File: config.mk
export PLATFORM = sky130hd
export DESIGN_NAME = min_scan_master
export DESIGN_NICKNAME = d
export VERILOG_FILES = /design/src/rtl/mem_if_pkg.sv /design/src/rtl/min_cmp.sv /design/src/rtl/min_scan_master.sv
export SDC_FILE = /design/constraint.sdc
export NUM_CORES = 1
export LEC_CHECK = 0
export BUFFER_PORTS_ARGS = -buffer_cell sky130_fd_sc_hd__buf_2
export CAP_MARGIN = 40
export CORE_AREA = 2 2 118 166
export DETAILED_ROUTE_END_ITERATION = 8
export DIE_AREA = 0 0 120 168
export HOLD_SLACK_MARGIN = 0.12
export PLACE_DENSITY = 0.93
export SYNTH_ARGS = -nofsm -noshare
export SYNTH_HDL_FRONTEND = slang
export SYNTH_SLANG_ARGS = --single-unit
File: constraint.sdc
create_clock -name clk -period 9.4 [get_ports clk]
set_input_delay 1.41 -clock clk [delete_from_list [all_inputs] [get_ports clk]]
set_output_delay 1.41 -clock clk [all_outputs]
set_load 0.05 [all_outputs]
File: src/rtl/mem_if_pkg.sv
// Shared types and constants for data-memory initiators.
// FSM state encoding and address strides used by the scan engines.
package mem_if_pkg;

   typedef enum logic [2:0] {
      IDLE,
      READ,
      WR_MIN,
      WR_IDX,
      DONE
   } state_t;

   localparam int WORD_BYTES        = 4;
   localparam int RESULT_IDX_OFFSET = 4;

endpackage

File: src/rtl/min_cmp.sv
// Signed running-minimum selector.
// The first flag forces a load; otherwise only a strictly smaller value wins.
module min_cmp #(
   parameter int DW = 32
) (
   input  logic          first,
   input  logic [DW-1:0] cur_min,
   input  logic [DW-1:0] cur_idx,
   input  logic [DW-1:0] val,
   input  logic [DW-1:0] idx,
   output logic [DW-1:0] nxt_min,
   output logic [DW-1:0] nxt_idx
);

   logic take;

   // Ties keep the earlier index, so equality must not take.
   assign take = first | ($signed(val) < $signed(cur_min));

   always_comb begin
      nxt_min = cur_min;
      nxt_idx = cur_idx;
      if (take) begin
         nxt_min = val;
         nxt_idx = idx;
      end
   end

endmodule

File: src/rtl/min_scan_master.sv
// Min-search offload: scans COUNT signed words, then writes min and index.
// Drives the data-memory load/store port in place of the CPU.
module min_scan_master
   import mem_if_pkg::*;
#(
   parameter int AW = 32,
   parameter int DW = 32,
   parameter int CW = 16
) (
   input  logic          clk,
   input  logic          rst,
   input  logic          start,
   input  logic [AW-1:0] base_adr,
   input  logic [CW-1:0] count,
   input  logic [AW-1:0] res_adr,
   output logic [AW-1:0] adr,
   output logic [DW-1:0] d_in,
   output logic          mrd,
   output logic          mwr,
   input  logic [DW-1:0] d_out,
   output logic          busy,
   output logic          done,
   output logic [DW-1:0] min,
   output logic [DW-1:0] min_idx
);

   state_t        state;
   logic [CW-1:0] i;
   logic [CW-1:0] cnt;
   logic [AW-1:0] res;
   logic [DW-1:0] nxt_min;
   logic [DW-1:0] nxt_idx;
   logic          last;
   logic          first;

   assign last  = (i == cnt - CW'(1));
   assign first = (i == '0);

   min_cmp #(.DW(DW)) u_cmp (
      .first   (first),
      .cur_min (min),
      .cur_idx (min_idx),
      .val     (d_out),
      .idx     (DW'(i)),
      .nxt_min (nxt_min),
      .nxt_idx (nxt_idx)
   );

   always_ff @(posedge clk) begin
      if (rst) begin
         state   <= IDLE;
         adr     <= '0;
         d_in    <= '0;
         mrd     <= 1'b0;
         mwr     <= 1'b0;
         busy    <= 1'b0;
         done    <= 1'b0;
         min     <= '0;
         min_idx <= '0;
         i       <= '0;
         cnt     <= '0;
         res     <= '0;
      end else begin
         unique case (state)
            IDLE: begin
               mrd  <= 1'b0;
               mwr  <= 1'b0;
               done <= 1'b0;
               if (start) begin
                  cnt  <= count;
                  res  <= res_adr;
                  i    <= '0;
                  busy <= 1'b1;
                  if (count != '0) begin
                     state <= READ;
                     adr   <= base_adr;
                     mrd   <= 1'b1;
                  end else begin
                     state <= DONE;
                     done  <= 1'b1;
                  end
               end
            end
            READ: begin
               min     <= nxt_min;
               min_idx <= nxt_idx;
               if (last) begin
                  state <= WR_MIN;
                  mrd   <= 1'b0;
                  mwr   <= 1'b1;
                  adr   <= res;
                  d_in  <= nxt_min;
               end else begin
                  i   <= i + CW'(1);
                  adr <= adr + AW'(WORD_BYTES);
               end
            end
            WR_MIN: begin
               state <= WR_IDX;
               adr   <= res + AW'(RESULT_IDX_OFFSET);
               d_in  <= min_idx;
            end
            WR_IDX: begin
               state <= DONE;
               mwr   <= 1'b0;
               done  <= 1'b1;
            end
            DONE: begin
               state <= IDLE;
               done  <= 1'b0;
               busy  <= 1'b0;
            end
            default: state <= IDLE;
         endcase
      end
   end

endmodule
== Word level (Yosys, flattened, before mapping) ==
Cells that the tools add are included.

* $add $sub $neg: 4
* $lt $le $gt $ge: 1
* Eq/ne operators: 9
* Multiplexer cells: 25
* Bitwise operators: 1
* Reductions and logical operators: 19

{| class="wikitable"
|+ Operators with widths
! kind !! count
|-
| $mux 32 || 5
|-
| $pmux 32 s3 || 1
|-
| $add 32x3->32 const B || 2
|-
| $pmux 32 s2 || 1
|-
| $lt 32x32->1 || 1
|-
| $mux 16 || 2
|-
| $pmux 16 s2 || 1
|-
| $add 16x1->16 const B || 1
|-
| $eq 16x16->1 || 1
|-
| $logic_not 16->1 || 1
|-
| $reduce_bool 16->1 || 1
|-
| $sub 16x1->16 const B || 1
|-
| $reduce_and 2->1 || 7
|-
| $pmux 3 s4 || 1
|-
| $mux 3 || 3
|-
| $ne 2x2->1 const B || 4
|-
| $reduce_bool 2->1 || 4
|-
| $mux 1 || 7
|-
| $eq 3x2->1 const B || 2
|-
| $pmux 1 s2 || 3
|-
| $reduce_and 3->1 || 2
|-
| $reduce_bool 3->1 || 2
|-
| $eq 3x1->1 const B || 1
|-
| $eq 3x3->1 const B || 1
|-
| 4 further kinds || 4
|}

* Register bits: 183
* Input bits: 115
* Word-level logic and storage cells: 71

== Longest topological paths before layout ==
Gate-level depths: netlist (run 1).

* Depth in word-level cells: 5
* Mapped depth: 12
* Depth with buffers taken out: 10

== Hierarchy ==
Synthesis (run 1) repeated with hierarchy kept, for this count alone.

* Cells, all modules: 2016
* Area, all modules: 14292.5 um^2

{| class="wikitable"
|+ Modules (own cells, without submodules)
! module !! times used !! cells each !! area an instance (um^2)
|-
| min_scan_master || 1 || 1352 || 10082.2
|-
| min_cmp || 1 || 664 || 4210.3
|}

== Worst setup path before layout (run 1) ==
OpenSTA, ideal clock, no wires.

* Path kind: in2reg
* Start point: input d_out[2]
* End point: register min[19]
* Library setup time: 0.074 ns
* Arrival time: 3.928 ns
* Required time: 9.326 ns
* Slack: 5.399 ns
* Stages: 11
* Path buffers: 2
* Path through: ha_1 -> a211oi_1 -> o21ai_0 -> a41oi_1 -> o221ai_1 -> a211oi_1 -> mux2_2 -> clkbuf_1 -> nand2_1 -> buf_1 -> mux2i_1

* Cells in the longest elaborated chain, start to end: 3

{| class="wikitable"
|+ RTL lines
! item !! RTL line !! source
|-
| start: declaration || min_scan_master.sv:20 || <nowiki>input logic [DW-1:0] d_out,</nowiki>
|-
| $lt 32x32->1 || min_cmp.sv:18 || <nowiki>assign take = first | ($signed(val) < $signed(cur_min));</nowiki>
|-
| $or 1x1->1 || min_cmp.sv:18 ||
|-
| $mux 32 || min_cmp.sv:23 || <nowiki>if (take) begin</nowiki>
|-
| end signal: assignment || min_scan_master.sv:85 || <nowiki>min <= nxt_min;</nowiki>
|-
| end: declaration || min_scan_master.sv:23 || <nowiki>output logic [DW-1:0] min,</nowiki>
|}

No other way between the ends.
A chain may end at the register's enable or synchronous reset.

== Worst setup path in the final report (run 1) ==
* Start point: input d_out[2]
* End point: register min[7]

Same word-level chain as after synthesis.

==> results of run 1 <==
-- cells in the final DEF (no fill, tap or decap), drive strengths merged, types with 36 or more instances in the layout --
cell type  count
nand2        240
mux2i         50
a21oi         94
nor2          51
nand3         60
ha            36
nor3          60
o21ai         81
nor4          36
nand4         45
dfxtp        183
inv           53
buf          245
-- metal layers --
layer	up-vias	global-route usage, %	share of wire (%)
li1	5286	-	-
met1	5445	35.3	36
met2	705	57.3	50
met3	182	6.57	8.2
met4	0	22.1	6.2
met5	-	0	0
-- area by class of cell --
cell class | instances | area, um2 | share of cell area, %
repair buffers | 245 | 1280 | 10.2
well taps | 248 | 310 | 2.47
clock buffers | 19 | 443 | 3.52
inverters | 48 | 181 | 1.44
multi-input cells | 1049 | 6540 | 52.0
flip-flops and latches | 183 | 3660 | 29.1
clock inverters | 13 | 165 | 1.31
-- power breakdown --
group	internal [mW]	switching [mW]
sequential	0.812	0.0553
clock	0.409	0.335
combinational	0.141	0.300
-- worst paths after layout --
| path | slack, ns | to | from | cells after the start |
|---|---|---|---|---|
| max | 4.72 | min[7]$_SDFFE_PP0P_ | d_out[2] | 12 |
| max reg2reg | 5.17 | d_in[17]$_SDFFE_PP0P_ | cnt[0]$_SDFFE_PP0P_ | 10 |
| min reg2reg | 0.46 | d_in[19]$_SDFFE_PP0P_ | d_in[19]$_SDFFE_PP0P_ | 1 |
| min | 0.46 | d_in[19]$_SDFFE_PP0P_ | d_in[19]$_SDFFE_PP0P_ | 1 |
-- worst reg2reg max path, cell delays in order, from the launching register on --
cell,delay (ns)
dfxtp_1,0.37
inv_1,0.08
ha_1,0.26
or4b_4,0.51
nor4_1,0.38
xnor2_1,0.14
nor3_1,0.29
nand4_1,0.58
nor3_4,0.91
nand2_2,0.38
o2bb2ai_1,0.26
-- flip-flops by register name (all words and copies together), names as in the netlist --
name / cells
adr: 32
busy: 1
cnt: 16
d_in: 32
done: 1
i: 16
min: 32
min_idx: 16
mrd: 1
mwr: 1
res: 32
state: 3
-- per-stage QoR --
stage          util [%]  cells  power, mW  hold WS (ns)
2_1_floorplan         -   1397       1.20         0.436
3_3_place_gp       63.3   1769       1.30         0.443
3_5_place_dp       63.6   1773       1.31         0.446
4_1_cts            66.8   1805       2.05         0.465
5_1_grt            66.8   1805       2.13         0.485
6_report           66.8   1805       2.05         0.465
-- cell families (layout without fill, tap and decap cells) --
| kind of cell | count (synthesis) | after routing | share of synthesized area [%] |
|---|---|---|---|
| simple gates | 576 | 576 | 27.3 |
| compound gates | 310 | 310 | 18.5 |
| flops | 183 | 183 | 33.7 |
| buf+inv | 165 | 325 | 6.70 |
| xor+xnor | 60 | 60 | 4.83 |
| mux | 51 | 51 | 4.74 |
| fa+ha+maj | 36 | 36 | 4.14 |
| other cells | 1 | 16 | 0.0345 |
==> results.md, run 1 <==
- Status: complete, no violations
- Clk_lat worst skew: 0.44 ns
- Leak Pwr: 5.24 nW
- Clock transition at the registers of the reported paths: 0.07 ns
- Area share of the largest cell type after synthesis: 33.7%
- Family with the most delay on the worst path: compound AO/OA/AOI/OAI gates
- Total CTS buffers: 17
- Post-synth ARST share: 0%
- First-pass GRT wire length: 53600 um
- Share of cells above drive strength 1: 20.2%
- Area grow syn2layout: 15.8%
- CTS resizes: 0
- Layout fillers: 1493
- Peak VDD IR: 0.103 mV
- Worst Skew: 0.0117 ns
- Slew @ Worst Pin: 0.947 ns
- Post-cts hold buffer count: 0
- Fin. max-slew vios: 0
- First-pass DRT Iterations: 6
- Post CTS Setup Buffer Count: 0
- Place WS: 4.36 ns
- Arr. time, crit path: 5.04 ns
- Routability cong.: 0.972
- Largest net degree at the start of global routing: 90
- Post-synth EDFFs: 0
- DRC viols: 0
- Synth Instances: 1382
- Synth cell types: 77
- CP max stage delay: 0.64 ns
- Die Span X: 120 um
- CTS max path bufs: 2
- Ant diodes: 0
- Die Span Y: 168 um
- Max Cap Viol: 0
- Headroom to the max-slew limit: 36.8%
- Vias per cell: 6.44
- Buffers added on ports: 230
- Crit-path cells: buf_2 > ha_1 > a211oi_1 > o21ai_0 > a41oi_1 > o221ai_1 > a211oi_1 > mux2_2 > buf_4 > and2_1 > buf_4 > mux2i_1
- Post-synthesis sequential element count: 183
- Dominant cells by area after synthesis: dfxtp_1 34%, nand2_1 8.2%, mux2i_1 4.5%
- Via Count: 11.6k
- F_max: 214 MHz
- Top-count cell post-synth: nand2_1
- Final setup TNS: 0 ns
- Synth Flop Type: dfxtp_1
- Yosys top cell by area: dfxtp_1
- Crit-path max FO: 36
- Tot GR Track Use: 32.8%
- Avg Synthesized Cell Area: 7.87 um2
- Ratio of final minimum period to clock period: 49.8%
- DIE AREA: 20200 um2
- Fin crit period: 4.68 ns
- Final hold vios: 0
- CTS tree: yes
- Hold Crit Class: flop to flop
- Drt initial violations: 901
- H-tree levels: 4
- Total Wirelength: 33500 um
- Final setup fails: 0
- Grt ovf: 0
- Startpoint Class: primary input
- Boundary Pins: 247
- Initial Utilization: 57.7%
- Clk root buf: clkbuf_16
- # rows: 60
- Pwr Density: 163 nW/um2
- Final Cell Area: 12600 um2
- Final WS setup: 4.72 ns
- NumNets Final: 1695
- Number of global-route vias before repair: 11.2k
- Post-route ant nets: 0
- Crit path kind: primary input to flop
- Crit path required time: 9.75 ns
- Setup crit end kind: flop
- Worst path slowest cell: mux2_2
- Synthesized area: 10900 um2
- Most frequent cells after synthesis: 238 x nand2_1, 183 x dfxtp_1, 94 x a21oi_1, 83 x clkbuf_1, 72 x o21ai_0
- Ys Warns: 0
- Antenna violations before repair: 0
- Core ar.: 18800 um2
- WL/cell: 18.5 um
- Critical path buffers and inverters: 3
- Num Clock Sinks: 183
- HPWL Detailed: 23400 um
- Placed cell areas: 12000 um2
- Register area share after synthesis: 33.7%
- RSZ-0062 raised after global routing: no
No activity file was read; power rests on OpenSTA's default activity.
==> run 2, diff against run 1 <==
CORE_AREA = 2 2 122 172   (was 2 2 118 166)
DIE_AREA = 0 0 124 174   (was 0 0 120 168)
PLACE_DENSITY = 0.88   (was 0.93)
clock period = 4.6 ns   (was 9.4 ns; I/O delays follow)
==> run 2 against run 1 <==
  * Non-clock buffer count increased by 7
  * Utilization decreased by 4.2 points
  * Critical path depth decreased by 1
  * Global-route usage decreased by 2.4 points
  * First-iteration DRC count decreased by 14%
==> results.md, run 2 (synthesis results as in run 1) <==
- Status: complete, no violations
- Ratio of final minimum period to clock period: 79.6%
- Commonest non-fill, non-tap cell in the layout: nand2_1
- Hold path depth: 1
- Vias per cell: 6.24
- Drt initial violations: 779
- R2r setup slk: 0.94 ns
- Via Count: 11.4k
- Arr. time, crit path: 3.98 ns
- First-pass GRT wire length: 52200 um
- Final WS setup: 0.937 ns
- H-tree levels: 4
- Buffers added on ports: 230
- Clk root buf: clkbuf_16
- Crit path kind: flop to flop
- Crit path required time: 4.91 ns
- F_max: 273 MHz
- Boundary Pins: 247
- Total CTS buffers: 17
- Hold endpoint: d_in[16]$_SDFFE_PP0P_
- DRC viols: 0
- Crit path launch: cnt[0]$_SDFFE_PP0P_
- Antenna violations before repair: 0
- Final hold vios: 0
- Headroom to the max-slew limit: 38.5%
- NumNets Final: 1702
- Final setup TNS: 0 ns
- Post-route ant nets: 0
- Clock transition at the registers of the reported paths: 0.07 ns
- Initial Utilization: 53.9%
- Peak VDD IR: 0.258 mV
- Most frequent cells in the layout: 238 x nand2_1, 231 x buf_2, 183 x dfxtp_1
- CTS resizes: 0
- Die Span X: 124 um
- Num Clock Sinks: 183
- RSZ-0062 raised after global routing: no
- Startpoint Class: flop
- Place WS: 0.844 ns
- Clk_lat worst skew: 0.44 ns
- WL/cell: 18.3 um
- Area grow syn2layout: 16.2%
- Tot GR Track Use: 30.4%
- Layout fillers: 1743
- RR Startpoint: cnt[0]$_SDFFE_PP0P_
- Post CTS Setup Buffer Count: 0
- HP Start: d_in[16]$_SDFFE_PP0P_
- Die Span Y: 174 um
- Setup crit end kind: flop
- Fin. max-slew vios: 0
- R2r endpoint: adr[4]$_SDFFE_PP0P_
- Register Area: 3660 um2
- # rows: 62
- DIE AREA: 21600 um2
- Max Cap Viol: 0
- Dpl cells: 1788
- Number of global-route vias before repair: 10.8k
- CTS max path bufs: 2
- Largest net degree at the start of global routing: 81
- Hold Crit Class: flop to flop
- First-pass DRT Iterations: 5
- Ant diodes: 0
- Grt ovf: 0
- Routability cong.: 0.951
- Total Wirelength: 33300 um
- Non-filler cells, final: 1820
- CTS tree: yes
- Final setup fails: 0
- Area occupied by multi-input gates: 6540 um2
- Post-cts hold buffer count: 0
- Final Util: 62.6%
- Slew @ Worst Pin: 0.923 ns
- Worst Skew: 0.0153 ns
- HPWL Detailed: 23700 um
- Core ar.: 20200 um2
- Crit-path max FO: 37
- Leak Pwr: 5.28 nW
- Fin crit period: 3.66 ns
- Share of cells above drive strength 1: 20.4%
- Pwr Density: 330 nW/um2
- Cell depth of the worst flop-to-flop path: 11
## run 2: cell types whose count changed in the layout (fill, tap and decap cells not counted), sizes merged
| cell | change |
|---|---|
| clkinv | +1 |
| clkinvlp | -2 |
| buf | +7 |
| clkbuf | +2 |
| inv | -1 |
## run 2: area by class of cell
type | count | share of cell area [%]
Clock buffer | 21 | 3.57
Clock inverter | 11 | 1.10
Inverter | 48 | 1.44
Multi-Input combinational cell | 1049 | 51.8
Sequential cell | 183 | 29.0
Tap cell | 256 | 2.54
Timing Repair Buffer | 252 | 10.6
## run 2: where the power goes
part / leakage (nW) / switching, mW / total, mW / internal [mW]
sequential: 1.49 / 0.113 / 1.77 / 1.66
combinational: 3.49 / 0.611 / 0.901 / 0.290
clock: 0.292 / 0.663 / 1.49 / 0.830
total: 5.28 / 1.39 / 4.17 / 2.78
## run 2: stage by stage
step,cell area (um2),hold slack [ns],total power [mW]
floorplan,10900,0.436,2.45
global placement,12000,0.445,2.67
detailed placement,12000,0.445,2.69
CTS,12600,0.465,4.17
finish,12600,0.465,4.17
global route,12600,0.471,4.32
## run 2: worst max path at each step
| stage | endpoint | depth (start not counted) |
|---|---|---|
| after floorplan | min[19]$_SDFFE_PP0P_ | 12 |
| after detailed placement | min[16]$_SDFFE_PP0P_ | 11 |
| after global routing | adr[9]$_SDFFE_PP0P_ | 10 |
| after CTS | adr[4]$_SDFFE_PP0P_ | 11 |
| after global placement | min[22]$_SDFFE_PP0P_ | 11 |
| final | adr[4]$_SDFFE_PP0P_ | 11 |
## run 2: critical path, cell delays in order (launching register included)
cell,delay (ns)
dfxtp_1,0.36
inv_1,0.08
ha_1,0.23
or4b_4,0.50
nor2_1,0.15
xnor2_1,0.09
nor4_2,0.56
nand3_1,0.41
nor3_4,0.56
buf_12,0.28
o21bai_1,0.11
a32o_1,0.21
## run 2: metal layers
metal	vias up	part of all wire, %	global-route usage, %
met5	-	0	0
met4	0	6.7	20.7
met3	171	7.9	4.86
met2	607	49	52.4
met1	5279	36	33.4
li1	5293	-	-
